===== src/rtl/mem_port_arbiter.sv =====
// Round-robin arbiter sharing one single-port memory between NUM_REQ controllers.
// Each grant runs ACCESS_CYCLES strobe cycles, then a one-cycle done pulse, then one idle cycle.
module mem_port_arbiter #(
  parameter int unsigned NUM_REQ       = 4,
  parameter int unsigned ACCESS_CYCLES = 2
) (
  input  logic                       clock,
  input  logic                       resetN,
  input  logic [NUM_REQ-1:0]         req,
  input  logic [NUM_REQ-1:0]         we,
  output logic [NUM_REQ-1:0]         grant,
  output logic [NUM_REQ-1:0]         done,
  output logic                       mem_read,
  output logic                       mem_write,
  output logic [$clog2(NUM_REQ)-1:0] mem_sel,
  output logic                       busy
);

  localparam int unsigned SelW = $clog2(NUM_REQ);
  localparam int unsigned CntW = $clog2(ACCESS_CYCLES + 1);

  typedef enum logic [1:0] {StIdle, StAccess, StDone} state_e;

  state_e          state_q;
  logic [SelW-1:0] last_q;
  logic [CntW-1:0] cnt_q;
  logic            wr_q;
  logic [SelW-1:0] winner;

  // First requester at or after last+1, wrapping around.
  function automatic logic [SelW-1:0] rr_pick(input logic [NUM_REQ-1:0] r,
                                              input logic [SelW-1:0]    last);
    logic [SelW-1:0] pick;
    logic            found;
    int unsigned     idx;
    pick  = '0;
    found = 1'b0;
    for (int unsigned i = 1; i <= NUM_REQ; i++) begin
      idx = (32'(last) + i) % NUM_REQ;
      if (!found && r[SelW'(idx)]) begin
        found = 1'b1;
        pick  = SelW'(idx);
      end
    end
    return pick;
  endfunction

  assign winner = rr_pick(req, last_q);

  always_ff @(posedge clock or negedge resetN) begin
    if (!resetN) begin
      state_q   <= StIdle;
      last_q    <= SelW'(NUM_REQ - 1);
      cnt_q     <= '0;
      wr_q      <= 1'b0;
      grant     <= '0;
      done      <= '0;
      mem_read  <= 1'b0;
      mem_write <= 1'b0;
      mem_sel   <= '0;
      busy      <= 1'b0;
    end else begin
      case (state_q)
        StIdle: begin
          if (|req) begin
            state_q   <= StAccess;
            grant     <= {{(NUM_REQ-1){1'b0}}, 1'b1} << winner;
            mem_sel   <= winner;
            wr_q      <= we[winner];
            mem_read  <= ~we[winner];
            mem_write <= we[winner];
            cnt_q     <= CntW'(ACCESS_CYCLES - 1);
            busy      <= 1'b1;
          end
        end
        StAccess: begin
          if (cnt_q == '0) begin
            state_q   <= StDone;
            mem_read  <= 1'b0;
            mem_write <= 1'b0;
            done      <= grant;
          end else begin
            cnt_q     <= cnt_q - 1'b1;
            mem_read  <= ~wr_q;
            mem_write <= wr_q;
          end
        end
        StDone: begin
          // Mandatory idle cycle follows; the finisher drops to lowest priority.
          state_q <= StIdle;
          last_q  <= mem_sel;
          done    <= '0;
          grant   <= '0;
          mem_sel <= '0;
          busy    <= 1'b0;
        end
        default: begin
          state_q   <= StIdle;
          grant     <= '0;
          done      <= '0;
          mem_read  <= 1'b0;
          mem_write <= 1'b0;
          mem_sel   <= '0;
          busy      <= 1'b0;
        end
      endcase
    end
  end

endmodule


===== config.mk =====
export PLATFORM = sky130hd
export DESIGN_NAME = mem_port_arbiter
export DESIGN_NICKNAME = d
export VERILOG_FILES = /design/src/rtl/mem_port_arbiter.sv
export SDC_FILE = /design/constraint.sdc
export NUM_CORES = 1
export LEC_CHECK = 0
export CAP_MARGIN = 20
export CORE_MARGIN = 3
export CORE_UTILIZATION = 45
export CTS_CLUSTER_SIZE = 16
export DETAILED_ROUTE_END_ITERATION = 6
export PLACE_DENSITY = 0.74
export SLEW_MARGIN = 15
export SYNTH_ARGS = -nofsm -noshare
export SYNTH_HDL_FRONTEND = slang
export SYNTH_SLANG_ARGS = --single-unit
export TNS_END_PERCENT = 100

===== constraint.sdc =====
create_clock -name clock -period 3.55 [get_ports clock]
set_input_delay 0.71 -clock clock [delete_from_list [all_inputs] [get_ports clock]]
set_output_delay 0.71 -clock clock [all_outputs]
set_load 0.05 [all_outputs]

==> metrics.cfg <==
[route]
wl_per_cell_um = 12.7
ant_nets = 0
vias = 785
wl_um = 1890
via_per_inst = 5.30
dr.pass1.iters = 4
drt_iter0_drc = 4
drc_errors = 0

[global_route]
overflow = 0
grt_first_pass_wirelength_um = 3200
grt_pass1_vias = 761
antenna_found_initial = 0
grt_max_degree = 21
track_usage_pct = 16.2

[yosys]
synth_top_area_share_pct = 47.4
synth_edf_count = 0
synth_top_cell_by_area = dfrtp_1
synth_cell_type_count = 29
synth-seq-area-share_pct = 52.9
postSynth.asyncResetShare_pct = 100
netlist_area_sq_um = 951
synthTopCellsByArea = dfrtp_1, nand2_1, dfstp_2
yosys_most_used_dff = dfrtp_1
syn_inst = 98
synth_seq_cells = 20
ys_warn_count = 0
syn_nets = 109
synth_area_per_cell_sq_um = 9.70

[die]
dieArea_sq_um = 2700
rows = 16
dieWidth_um = 52.0
initial_core_util_pct = 48.0
die_y_um = 52.0
core_sq_um = 1980
io_pins = 23

[min_path]
holdCritStartpoint = wr_q
hold_depth = 2
min_path_type = flop to flop
worst_hold_path.endpoint = wr_q

[job]
max_cap_viol_count = 0

[pwr]
clock_power_share_pct = 8.9
p_sw_share_pct = 48.2
p_int_mw = 0.635
seqPwrFrac_pct = 35.7
powerDensity_nw_per_um2 = 1010
ir_worst_vdd_mv = 0.524
power.total_mw = 1.23
combPwrFrac_pct = 55.4
p_sw_mw = 0.591
p_leak_nw = 0.526

[critical_path]
reg2regPathDepth = 6
crit_path_end_kind = output pin
regToRegEndpoint = mem_read
path_cells = clkdlybuf4s50_1
reg2reg_slack_ns = 1.76
rr_startpoint = last_q[0]
slowest_stage = clkdlybuf4s50_1
max_stage_delay_ns = 0.81
critPathKind = flop to output pin
critPathBufInv = 1
start_kind = flop
crit_family = buffers and inverters
crit_required_ns = 2.84
arrival_ns = 1.51
critical_path.max_fanout = 3

[final_layout]
nNetsFinal = 133
post-route-util_pct = 61.6
layout_common_cells = clkdlybuf4s50_1, dfrtp_1, nand2_1, o21ai_0, inv_1
n_antenna_cell = 0
drive_gt1_share_pct = 10.7
final_common_cell = clkdlybuf4s50_1
instances_no_fill = 148
fill_cells = 162
area_delta_synth_final_pct = 28.3

[place]
port_buffers = 22
dp_cells = 144
place_congestion = 0.772
detailed_place_hpwl_um = 1390

[timing]
fmaxAchievable_mhz = 451
hold_violations = 0
min_period_ns = 2.22
fin_skew_ns = 0.00312
slew_violations = 0
timing.setup.tns_ns = 0
slew_headroom_pct = 40.7
post-route-period-util_pct = 62.4
worstMarginPinSlew_ns = 0.886
setup_viol = 0
rsz0062_at_grt = no

[clocking]
cts.sink_count = 20
cts_made_buffers = 3
clk-insertion-delay-late_ns = 0.30
cts_setup_buffers = 0
hold_buffers = 0
htree_levels = 1
cts_tree = yes
root_buffer = clkbuf_4
clk_pin_slew_worst_paths_ns = 0.10
clockBufferDepth = 2
cts_resized = 0

[run_status]
status = completed

synthesized netlist by cell type, types with 2 or more instances:
cell type and instances:
o22ai_1 2, nand2_1 16, nand3_1 4, inv_1 6, nor3_1 3, a21oi_1 5, clkbuf_1 3, dfrtp_1 18
nor2_1 5, mux2_2 3, mux2i_1 3, o21ai_0 7, a31oi_1 2, nand2b_1 3, dfstp_2 2, nor3b_1 2
o21ai_1 2
worst max-delay path by stage:
stage	depth (start not counted)	startpoint	slack (ns)	endpoint
floorplan	5	req[0]	1.67	mem_read
global placement	6	req[0]	1.01	mem_read
detailed placement	6	req[0]	1.02	mem_read
CTS	1	mem_sel[1]	1.32	mem_sel[1]
global route	7	req[0]	1.22	grant[1]
finish	1	mem_sel[1]	1.33	mem_sel[1]
flip-flops by register name, summed over array words and instances (netlist names):
name       count
cnt_q          2
mem_sel        2
grant          4
busy           1
mem_read       1
done           4
wr_q           1
mem_write      1
state_q        2
last_q         2
area by class of cell:
cell class                      instances  area, sq um  area share (%)
Clock buffer                            4         26.3            2.15
Inverter                                6         22.5            1.85
Multi-Input combinational cell         69          414            33.9
Sequential cell                        20          503            41.2
Tap cell                               27         33.8            2.77
Timing Repair Buffer                   22          220            18.1
routing by layer:
metal | part of all wire, % | GRT usage (%) | up-vias
li1 | - | - | 383
met1 | 44 | 20.3 | 375
met2 | 48 | 24.9 | 23
met3 | 5.6 | 2.01 | 4
met4 | 2.8 | 12.7 | 0
met5 | 0 | 0 | -
logic make-up after synthesis:
kind of cell               share of synthesized area, %
buffers and inverters                              3.55
DFF                                                52.9
adders and majority gates                          1.32
AOI/OAI and AO/OA                                  15.7
muxes                                              6.71
and+or+nand+nor                                    19.9
power groups by stage:
stage          sequential, mW  clock [mW]  combinational (mW)
3_5_place_dp            0.441           0               0.684
4_1_cts                 0.436       0.115               0.684
5_1_grt                 0.455       0.121               0.737
3_3_place_gp            0.438           0               0.671
2_1_floorplan           0.619           0               0.294
6_report                0.438       0.109               0.679
metrics by stage:
stage,area (sq um),setup WS [ns],hold slack (ns)
global placement,1190,1.01,0.497
floorplan,951,1.67,0.414
finish,1220,1.33,0.520
detailed placement,1190,1.02,0.496
CTS,1220,1.32,0.525
global route,1220,1.22,0.558
Note: power is estimated with default switching activity, not from simulation.
